<file path="src/rtl/operand_sequencer_if.sv">
// Handshake and result bundle between the mnemonic decoder, the operand
// sequencer and the instruction encoder.
interface operand_sequencer_if #(
  parameter int IMM_W = 20
);
  logic             start;
  logic [1:0]       format;
  logic             char_valid;
  logic [7:0]       char_in;
  logic             busy;
  logic             done_flag;
  logic             error_flag;
  logic [4:0]       rd;
  logic [4:0]       rs1;
  logic [4:0]       rs2;
  logic [IMM_W-1:0] imm;

  modport master (
    output start, format, char_valid, char_in,
    input  busy, done_flag, error_flag, rd, rs1, rs2, imm
  );

  modport slave (
    input  start, format, char_valid, char_in,
    output busy, done_flag, error_flag, rd, rs1, rs2, imm
  );
endinterface

</file>
<file path="src/rtl/operand_sequencer.sv">
// Walks the operand list of one assembly line character by character and
// produces validated register numbers and a sign-extended immediate.
module operand_sequencer #(
  parameter int IMM_W = 20
) (
  input logic                 clk_in,
  input logic                 rst_in,
  operand_sequencer_if.slave  seq
);
  localparam logic [3:0] S_IDLE       = 4'd0;
  localparam logic [3:0] S_OPERAND    = 4'd1;
  localparam logic [3:0] S_REG_D1     = 4'd2;
  localparam logic [3:0] S_REG_D2     = 4'd3;
  localparam logic [3:0] S_REG_END    = 4'd4;
  localparam logic [3:0] S_IMM_FIRST  = 4'd5;
  localparam logic [3:0] S_IMM_DIGITS = 4'd6;
  localparam logic [3:0] S_SEP        = 4'd7;
  localparam logic [3:0] S_DONE       = 4'd8;
  localparam logic [3:0] S_ERROR      = 4'd9;

  localparam logic [1:0] FMT_I   = 2'd1;
  localparam logic [1:0] FMT_U   = 2'd2;
  localparam logic [1:0] FMT_BAD = 2'd3;

  localparam logic [7:0] CH_SP    = 8'h20;
  localparam logic [7:0] CH_COMMA = 8'h2C;
  localparam logic [7:0] CH_NL    = 8'h0A;
  localparam logic [7:0] CH_MINUS = 8'h2D;

  logic [3:0]       state_reg, state_next;
  logic [1:0]       fmt_reg, fmt_next;
  logic [1:0]       idx_reg, idx_next;
  logic [20:0]      acc_reg, acc_next;
  logic             neg_reg, neg_next;
  logic [5:0]       regv_reg, regv_next;
  logic [4:0]       rd_reg, rd_next, rs1_reg, rs1_next, rs2_reg, rs2_next;
  logic [IMM_W-1:0] imm_reg, imm_next;

  logic        is_digit, is_delim, last_slot, imm_slot;
  logic [3:0]  digit;
  logic [5:0]  reg_sum;
  logic [24:0] acc_mul, imm_limit;
  logic [3:0]  sep_state;
  logic [1:0]  sep_idx;

  // Immediate as the encoder sees it; I-format values are 12-bit and sign-extended.
  function automatic logic [IMM_W-1:0] imm_of(input logic [20:0] mag, input logic neg,
                                               input logic [1:0] fmt);
    logic [IMM_W-1:0] mag_w;
    logic [IMM_W-1:0] full;
    mag_w = IMM_W'(mag);
    full  = neg ? (-mag_w) : mag_w;
    if (fmt == FMT_I)
      return {{(IMM_W-12){full[11]}}, full[11:0]};
    return full;
  endfunction

  always_comb begin
    is_digit  = (seq.char_in >= 8'h30) && (seq.char_in <= 8'h39);
    digit     = seq.char_in[3:0];
    is_delim  = (seq.char_in == CH_SP) || (seq.char_in == CH_COMMA) || (seq.char_in == CH_NL);
    last_slot = (fmt_reg == FMT_U) ? (idx_reg == 2'd1) : (idx_reg == 2'd2);
    imm_slot  = ((fmt_reg == FMT_I) && (idx_reg == 2'd2)) ||
                ((fmt_reg == FMT_U) && (idx_reg == 2'd1));
    reg_sum   = regv_reg + 6'(digit);
    acc_mul   = {4'd0, acc_reg} * 25'd10 + 25'(digit);
    imm_limit = (fmt_reg == FMT_U) ? 25'd1048575 : (neg_reg ? 25'd2048 : 25'd2047);
  end

  // Delimiter handling shared by SEP, REG_END and IMM_DIGITS.
  always_comb begin
    sep_state = S_ERROR;
    sep_idx   = idx_reg;
    if (seq.char_in == CH_SP) begin
      sep_state = S_SEP;
    end else if ((seq.char_in == CH_COMMA) && !last_slot) begin
      sep_state = S_OPERAND;
      sep_idx   = idx_reg + 2'd1;
    end else if ((seq.char_in == CH_NL) && last_slot) begin
      sep_state = S_DONE;
    end
  end

  always_comb begin
    state_next = state_reg;
    fmt_next   = fmt_reg;
    idx_next   = idx_reg;
    acc_next   = acc_reg;
    neg_next   = neg_reg;
    regv_next  = regv_reg;
    rd_next    = rd_reg;
    rs1_next   = rs1_reg;
    rs2_next   = rs2_reg;
    imm_next   = imm_reg;
    if (seq.start) begin
      fmt_next   = seq.format;
      idx_next   = 2'd0;
      acc_next   = '0;
      neg_next   = 1'b0;
      regv_next  = '0;
      rd_next    = '0;
      rs1_next   = '0;
      rs2_next   = '0;
      imm_next   = '0;
      state_next = (seq.format == FMT_BAD) ? S_ERROR : S_OPERAND;
    end else if (state_reg == S_DONE) begin
      state_next = S_IDLE;
    end else if (seq.char_valid && (state_reg != S_IDLE) && (state_reg != S_ERROR)) begin
      state_next = S_ERROR;
      case (state_reg)
        S_OPERAND: begin
          if (seq.char_in == CH_SP) begin
            state_next = S_OPERAND;
          end else if (!imm_slot && ((seq.char_in == 8'h72) || (seq.char_in == 8'h52))) begin
            state_next = S_REG_D1;
          end else if (imm_slot && (seq.char_in == CH_MINUS) && (fmt_reg != FMT_U)) begin
            neg_next   = 1'b1;
            state_next = S_IMM_FIRST;
          end else if (imm_slot && is_digit) begin
            acc_next   = 21'(digit);
            imm_next   = imm_of(21'(digit), neg_reg, fmt_reg);
            state_next = S_IMM_DIGITS;
          end
        end
        S_REG_D1: begin
          if ((seq.char_in >= 8'h30) && (seq.char_in <= 8'h33)) begin
            regv_next  = 6'(digit) * 6'd10;
            state_next = S_REG_D2;
          end
        end
        S_REG_D2: begin
          if (is_digit && (reg_sum <= 6'd31)) begin
            case (idx_reg)
              2'd0:    rd_next  = reg_sum[4:0];
              2'd1:    rs1_next = reg_sum[4:0];
              default: rs2_next = reg_sum[4:0];
            endcase
            state_next = S_REG_END;
          end
        end
        S_REG_END: begin
          if (is_delim) begin
            state_next = sep_state;
            idx_next   = sep_idx;
          end
        end
        S_IMM_FIRST: begin
          if (is_digit) begin
            acc_next   = 21'(digit);
            imm_next   = imm_of(21'(digit), neg_reg, fmt_reg);
            state_next = S_IMM_DIGITS;
          end
        end
        S_IMM_DIGITS: begin
          if (is_digit && (acc_mul <= imm_limit)) begin
            acc_next   = acc_mul[20:0];
            imm_next   = imm_of(acc_mul[20:0], neg_reg, fmt_reg);
            state_next = S_IMM_DIGITS;
          end else if (is_delim) begin
            state_next = sep_state;
            idx_next   = sep_idx;
          end
        end
        S_SEP: begin
          state_next = sep_state;
          idx_next   = sep_idx;
        end
        default: state_next = S_ERROR;
      endcase
    end
  end

  always_ff @(posedge clk_in or posedge rst_in) begin
    if (rst_in) begin
      state_reg <= S_IDLE;
      fmt_reg   <= '0;
      idx_reg   <= '0;
      acc_reg   <= '0;
      neg_reg   <= 1'b0;
      regv_reg  <= '0;
      rd_reg    <= '0;
      rs1_reg   <= '0;
      rs2_reg   <= '0;
      imm_reg   <= '0;
    end else begin
      state_reg <= state_next;
      fmt_reg   <= fmt_next;
      idx_reg   <= idx_next;
      acc_reg   <= acc_next;
      neg_reg   <= neg_next;
      regv_reg  <= regv_next;
      rd_reg    <= rd_next;
      rs1_reg   <= rs1_next;
      rs2_reg   <= rs2_next;
      imm_reg   <= imm_next;
    end
  end

  assign seq.busy       = (state_reg != S_IDLE) && (state_reg != S_DONE) && (state_reg != S_ERROR);
  assign seq.done_flag  = (state_reg == S_DONE);
  assign seq.error_flag = (state_reg == S_ERROR);
  assign seq.rd         = rd_reg;
  assign seq.rs1        = rs1_reg;
  assign seq.rs2        = rs2_reg;
  assign seq.imm        = imm_reg;
endmodule

</file>
<file path="src/flat_wrapper.sv">
// flat-port wrapper written by rule: the top's interface ports become plain ports
module operand_sequencer_flat 
#(
  parameter int IMM_W = 20
)
  (clk_in, rst_in, seq_start, seq_format, seq_char_valid, seq_char_in, seq_busy, seq_done_flag, seq_error_flag, seq_rd, seq_rs1, seq_rs2, seq_imm);
  operand_sequencer_if #(.IMM_W(IMM_W)) seq_i ();
  input logic clk_in;
  input logic rst_in;
  input wire logic [$bits(seq_i.start)-1:0] seq_start;
  input wire logic [$bits(seq_i.format)-1:0] seq_format;
  input wire logic [$bits(seq_i.char_valid)-1:0] seq_char_valid;
  input wire logic [$bits(seq_i.char_in)-1:0] seq_char_in;
  output wire logic [$bits(seq_i.busy)-1:0] seq_busy;
  output wire logic [$bits(seq_i.done_flag)-1:0] seq_done_flag;
  output wire logic [$bits(seq_i.error_flag)-1:0] seq_error_flag;
  output wire logic [$bits(seq_i.rd)-1:0] seq_rd;
  output wire logic [$bits(seq_i.rs1)-1:0] seq_rs1;
  output wire logic [$bits(seq_i.rs2)-1:0] seq_rs2;
  output wire logic [$bits(seq_i.imm)-1:0] seq_imm;
  assign seq_i.start = seq_start;
  assign seq_i.format = seq_format;
  assign seq_i.char_valid = seq_char_valid;
  assign seq_i.char_in = seq_char_in;
  assign seq_busy = seq_i.busy;
  assign seq_done_flag = seq_i.done_flag;
  assign seq_error_flag = seq_i.error_flag;
  assign seq_rd = seq_i.rd;
  assign seq_rs1 = seq_i.rs1;
  assign seq_rs2 = seq_i.rs2;
  assign seq_imm = seq_i.imm;
  operand_sequencer #(.IMM_W(IMM_W)) u_core (.clk_in(clk_in), .rst_in(rst_in), .seq(seq_i));
endmodule
</file>
<file path="config.mk">
export PLATFORM = sky130hd
export DESIGN_NAME = operand_sequencer_flat
export DESIGN_NICKNAME = d
export VERILOG_FILES = /design/src/rtl/operand_sequencer_if.sv /design/src/rtl/operand_sequencer.sv /design/src/flat_wrapper.sv
export SDC_FILE = /design/constraint.sdc
export NUM_CORES = 1
export LEC_CHECK = 0
export BUFFER_PORTS_ARGS = -buffer_cell sky130_fd_sc_hd__buf_2
export CORE_MARGIN = 1.5
export CORE_UTILIZATION = 38
export CTS_BUF_LIST = sky130_fd_sc_hd__clkbuf_8
export CTS_CLUSTER_DIAMETER = 100
export DETAILED_ROUTE_END_ITERATION = 6
export PLACE_DENSITY_LB_ADDON = 0.08
export SETUP_SLACK_MARGIN = 0.2
export SLEW_MARGIN = 10
export SYNTH_ARGS = -nofsm -noshare
export SYNTH_HDL_FRONTEND = slang
export SYNTH_SLANG_ARGS = --single-unit
</file>
<file path="constraint.sdc">
create_clock -name clk_in -period 5.3 [get_ports clk_in]
set_input_delay 0.265 -clock clk_in [delete_from_list [all_inputs] [get_ports clk_in]]
set_output_delay 0.265 -clock clk_in [all_outputs]
set_load 0.01 [all_outputs]
</file>
### Word level (Yosys, flattened, before mapping)

Cells that the tools add are included.

| cells by class | value |
|---|---|
| bitwise gates (word level) | 0 |
| shifts and indexed selects | 0 |
| eq/ne operators | 34 |
| add/sub/neg operators | 5 |
| magnitude comparators | 5 |
| reduce and logical (&&, ||, !) cells | 44 |
| div/mod/pow operators | 0 |
| multipliers | 2 |
| mux-type cells | 104 |

Operators with widths:

| cell | count |
|---|---|
| $mux W20 | 16 |
| $mux W21 | 9 |
| $mux W5 | 18 |
| $pmux W21 S3 | 1 |
| $mux W4 | 15 |
| $pmux W20 S3 | 1 |
| $mux W6 | 5 |
| $mux W1 | 28 |
| $pmux W4 S7 | 1 |
| $add A25 B4 Y25 | 1 |
| $le A25 B25 Y1 | 1 |
| $mux W25 | 1 |
| $eq A8 B6 Y1 const B | 3 |
| $mul A21 B3 Y24 const B | 1 |
| $neg A20 Y20 | 1 |
| $neg A4 Y20 | 1 |
| $reduce_bool A2 Y1 | 9 |
| $eq A4 B3 Y1 const B | 4 |
| $eq A8 B7 Y1 const B | 2 |
| $le A8 B6 Y1 const B | 2 |
| $logic_and A1 B1 Y1 | 16 |
| $reduce_and A5 Y1 | 3 |
| $mux W2 | 7 |
| $mux W12 | 1 |
| other kinds (26) | 47 |

| word-level totals | value |
|---|---|
| register bits after elaboration | 71 |
| word-level logic and storage cells | 204 |
| bits in writable memories | 0 |
| input bits | 14 |
| ROM bits | 0 |
| output and inout bits | 38 |
| bits in latches | 0 |
| memories kept | 0 |

### Logic depth before layout (Yosys ltp)

| logic depth | value |
|---|---|
| depth after elaboration | 21 |
| gate-level depth with buffers | 25 |
| mapped depth without buffers | 24 |

### Worst setup path before layout

OpenSTA, ideal clock, no wires.

| path | value |
|---|---|
| path kind | reg2reg |
| start point | register u_core.acc_reg[1] |
| end point | register u_core.imm_reg[15], in the netlist u_core.seq.imm[15] |
| library setup time | 0.104 ns |
| buffers on the path | 1 |
| data required time | 5.196 ns |
| setup slack | -0.589 ns |
| cell stages (with the launch flop) | 24 |
| arrival time | 5.785 ns |
| cells stage by stage | dfrtp_1 ha_1 ha_1 inv_1 fa_1 nand2b_1 or4_1 or3_4 a211oi_4 and3_1 xnor2_1 inv_1 ha_1 nand4_1 or2_2 nor4_1 nor2_1 o21ai_0 nand4b_1 or4_1 o211ai_2 o221ai_2 buf_2 o41ai_2 |

| between the ends | value |
|---|---|
| longest elaborated chain between the ends | 11 |
| elaborated cells on any way between the ends | 15 |
| those cells by class | 2 x add/sub; 1 x mul; 1 x order compare; 1 x eq/ne; 8 x mux; 2 x reduce/logical |

RTL lines:

| what | line | source |
|---|---|---|
| start: declaration | operand_sequencer.sv:33 | `logic [20:0] acc_reg, acc_next;` |
| start signal: assignment | operand_sequencer.sv:189 | `acc_reg <= acc_next;` |
| $mul A21 B3 Y24 (*) | operand_sequencer.sv:66 | `acc_mul = {4'd0, acc_reg} * 25'd10 + 25'(digit);` |
| $add A25 B4 Y25 (*) | operand_sequencer.sv:66 |  |
| $neg A20 Y20 | operand_sequencer.sv:52 | `full = neg ? (-mag_w) : mag_w;` |
| $mux W20 | operand_sequencer.sv:52 |  |
| $mux W20 | operand_sequencer.sv:53 | `if (fmt == FMT_I)` |
| $mux W20 | operand_sequencer.sv:55 | `return full;` |
| $mux W20 | operand_sequencer.sv:155 | `if (is_digit && (acc_mul <= imm_limit)) begin` |
| $pmux W20 S3 | operand_sequencer.sv:110 | `case (state_reg)` |
| $mux W20 | operand_sequencer.sv:108 | `end else if (seq.char_valid && (state_reg != S_IDLE) && (state_reg != S_ERROR)) begin` |
| $mux W20 | operand_sequencer.sv:106 | `end else if (state_reg == S_DONE) begin` |
| $mux W20 | operand_sequencer.sv:95 | `if (seq.start) begin` |
| end signal: assignment | operand_sequencer.sv:195 | `imm_reg <= imm_next;` |
| end: declaration | operand_sequencer.sv:37 | `logic [IMM_W-1:0] imm_reg, imm_next;` |

Every way passes the cells marked *; elsewhere a longest branch is shown, timed or not. The select of a mux whose other input is x is not followed.
A chain may end at the register's enable or synchronous reset.

### Worst setup path in the final report

| path | value |
|---|---|
| start point | register u_core.acc_reg[3] |
| end point | register u_core.imm_reg[3], in the netlist u_core.seq.imm[3] |

| between the ends | value |
|---|---|
| longest elaborated chain between the ends | 6 |

RTL lines:

| what | line |
|---|---|
| $mul A21 B3 Y24 | operand_sequencer.sv:66 |
| $add A25 B4 Y25 | operand_sequencer.sv:66 |
| $le A25 B25 Y1 | operand_sequencer.sv:155 |
| $logic_and A1 B1 Y1 | operand_sequencer.sv:155 |
| $ne A3 B2 Y1 (no line) | - |
| $reduce_and A9 Y1 (no line) | - |

Every way passes these cells.

==> results.md <==
- Root Buffer: clkbuf_8
- Layout cells sized above 1: 29.4%
- DR top layer: met4
- Most used DFF post-synth: dfrtp_1
- Setup violations, final: 44
- Slowest CP cell: or4_4
- Gr ovfl total: 0
- Cells after synthesis: 791
- Share of flip-flops with an asynchronous set or reset: 100%
- CTS H-Tree Depth: 3
- Final Wtd Congestion: 0.874
- CP delay by family, top: buffers and inverters
- Detail Route Antenna Nets: 0
- Synthesized area: 0.00660 mm2
- Crit end category: flip-flop
- EDFF count, synth: 0
- Pre-CTS setup slack: -0.546 ns
- Fmax: 175 MHz
- Critical path's largest stage delay: 0.48 ns
- Met3 routed WL: 1.09 mm
- DIE AREA: 0.0182 mm2
- Final clock skew: 0.0106 ns
- DR vias: 6561
- VDD IR max: 0.122 mV
- Maxcap violations: 0
- Post-route clock period utilization: 108%
- Violations in the final reports: setup timing
- CP Class: flip-flop to flip-flop
- I/O pins: 52
- First-pass GRT wire length: 34.6 mm
- Initial antenna violation count: 0
- Clk buf depth: 2
- Num CTS Buffers: 9
- Crit-path max FO: 7
- Warnings, synthesis: 0
- Final core utilization: 51.1%
- Worst path most repeated cell: buf_4
- Detailed Route WL: 21.0 mm
- WP buf/inv: 14
- Worst-case headroom to the max-slew limit: 37.7%
- Worst min-delay path category: input port to asynchronous set/reset pin
- Power density over the cells: 153 mW/mm2
- Post-DP HPWL: 16.2 mm
- Core Region: 0.0168 mm2
- Initial DRC count: 610
- Die H: 135 um
- Num rows: 47
- Status: finished with violations
- Overall Global Routing Usage: 24.2%
- Final hold vios: 0
- # diodes: 0
- Met2 routed WL: 9.39 mm
- Net Count, Synth: 883
- Worst Path Arrival: 5.98 ns
- Area Growth Syn to Fin: 29.8%
- Min Hold Slack: 0.156 ns
- Total Power: 1.31 mW
- Skew-Pair Late Insertion Delay: 0.38 ns
- DRT Pass-1 Iters: 5
- FF+latch count, synth: 69
- Pin count of the biggest net entering global routing: 70
- Sequential share of the synthesized area: 26.2%
- Die X: 135 um
- Synthesized area per cell: 8.34 um2
- Initial core utilization: 39.4%
- Via density: 5.56
- Cell variety after synth: 74
- Met1 Wirelength: 10.3 mm
- DRC viols: 0
- Post-CTS Hold Fix Bufs: 0
- Slew @ Worst Pin: 0.934 ns
- Clk sinks: 69
- RSZ-0062 raised after global routing: yes
- Max Transition Viols Final: 0
- Fin worst setup slack: -0.404 ns
- CTS tree: built
- CP Launch Type: flip-flop
- Reg clk slew, reported paths: 0.09 ns
- Min Clock Period, post-route: 5.70 ns
- Vias in the first global route: 6479
- Nets: 1046
- Leak pwr: 4.09 nW
- CP required: 5.58 ns
- Drt wl/cell: 17.8 um
- IO buf count: 51
## placed cells by master (no fill, tap or decap), types with 13 or more instances in the layout
master | Yosys | routed
buf_4 | 1 | 125
nand2_1 | 94 | 90
ha_1 | 75 | 71
dfrtp_1 | 69 | 69
nor2_1 | 55 | 55
buf_2 | 4 | 51
a21oi_1 | 51 | 50
o21ai_0 | 49 | 41
inv_1 | 40 | 37
xnor2_1 | 31 | 30
mux2_2 | 19 | 19
nor3_1 | 17 | 17
nand4_1 | 17 | 17
nand2b_1 | 15 | 14
a21o_1 | 13 | 13
## worst paths after layout
| path | from | cells after the start | slack, ns | to |
|---|---|---|---|---|
| max in group asynchronous | rst_in | 3 | 4.52 | u_core.acc_reg[12]$_DFFE_PP0P_ |
| worst min-delay path | rst_in | 3 | 0.16 | u_core.acc_reg[3]$_DFFE_PP0P_ |
| worst max-delay path | u_core.acc_reg[3]$_DFFE_PP0P_ | 26 | -0.40 | u_core.seq.imm[3]$_DFFE_PP0P_ |
| worst max register to register | u_core.acc_reg[3]$_DFFE_PP0P_ | 26 | -0.40 | u_core.seq.imm[3]$_DFFE_PP0P_ |
| worst min register to register | u_core.seq.imm[5]$_DFFE_PP0P_ | 1 | 0.48 | u_core.seq.imm[5]$_DFFE_PP0P_ |
| min in group clk_in | seq_format[1] | 2 | 0.16 | u_core.fmt_reg[1]$_DFFE_PP0P_ |
## worst reg2reg max path, stage by stage, from the launching register on
cell and delay, ns:
dfrtp_1 0.39, ha_1 0.31, ha_2 0.19, inv_2 0.06, fa_2 0.44, nand2b_4 0.15, or4_1 0.46, or3_4 0.36
a211oi_4 0.27, nand4_1 0.19, buf_4 0.18, buf_4 0.12, buf_4 0.12, buf_4 0.12, buf_4 0.12, buf_4 0.12
buf_4 0.12, buf_4 0.12, buf_4 0.12, buf_4 0.12, buf_4 0.13, or4_4 0.48, o211ai_2 0.19, o221ai_4 0.22
buf_6 0.21, clkbuf_16 0.16, a21o_1 0.17
## cell usage after synthesis (7+ instances only)
cell	instances	area share, %
clkbuf_1	27	1.5
nor3_1	17	1.3
mux2i_1	12	1.8
nor4_1	9	0.85
nor2_1	55	3.1
nand2b_1	15	1.4
nand2_1	94	5.4
inv_1	40	2.3
a21oi_1	51	3.9
o31ai_1	14	1.6
and3_1	10	0.95
nand3_1	11	0.83
nor2b_1	8	0.76
nand4_1	17	1.6
mux2_2	19	3.2
or3_1	7	0.66
dfrtp_1	69	26
a21o_1	13	1.5
a31oi_1	10	0.95
a211oi_1	14	1.6
ha_1	75	14
xor2_1	13	1.7
o21ai_0	49	3.7
or2_2	8	0.76
xnor2_1	31	4.1
## cells by family (layout without fill, tap and decap cells)
logic type               Yosys count  count (layout)  synth area share [%]
AO/OA/AOI/OAI                    212             212                  21.6
XOR/XNOR                          44              44                  5.84
adder cells (fa/ha/maj)           78              78                  15.1
buffers and inverters             74             242                  4.46
flip-flops                        69              69                  26.2
multiplexers                      31              31                  5.07
AND/OR/NAND/NOR                  283             283                  21.7
## stage by stage
| step | TNS (ns) | cells | instance area (um2) |
|---|---|---|---|
| after global placement | -10.50 | 1139 | 7890 |
| final | -15.10 | 1179 | 8560 |
| after floorplan | -3.80 | 791 | 6680 |
| after CTS | -16.39 | 1174 | 8420 |
| after global routing | -26.09 | 1179 | 8560 |
| after detailed placement | -17.63 | 1139 | 7890 |
## where the power goes
| part | internal [mW] | leakage [nW] | switching (mW) |
|---|---|---|---|
| Clock | 0.243 | 0.102 | 0.226 |
| Sequential | 0.543 | 0.933 | 0.0138 |
| Combinational | 0.118 | 3.05 | 0.166 |
## routing by layer
layer / vias up / GRT usage, %
met2: 154 / 37.7
li1: 3227 / -
met1: 3159 / 34.8
met4: 0 / 4.54
met5: - / 0
met3: 21 / 4.80
## timing repair
item,CTS,global route
setup buffers,16,4
setup endpoints to repair,44,44
resized for setup,30,16
cloned,3,1
pin swaps,10,7
## area by class of cell
class,count,area (um2)
Inverter,41,154
Multi-Input combinational cell,648,4810
Fill cell,1623,8200
Clock inverter,5,58.8
Sequential cell,69,1730
Tap cell,220,275
Clock buffer,11,151
Timing Repair Buffer,185,1380
Power figures use the tool's default switching activity.
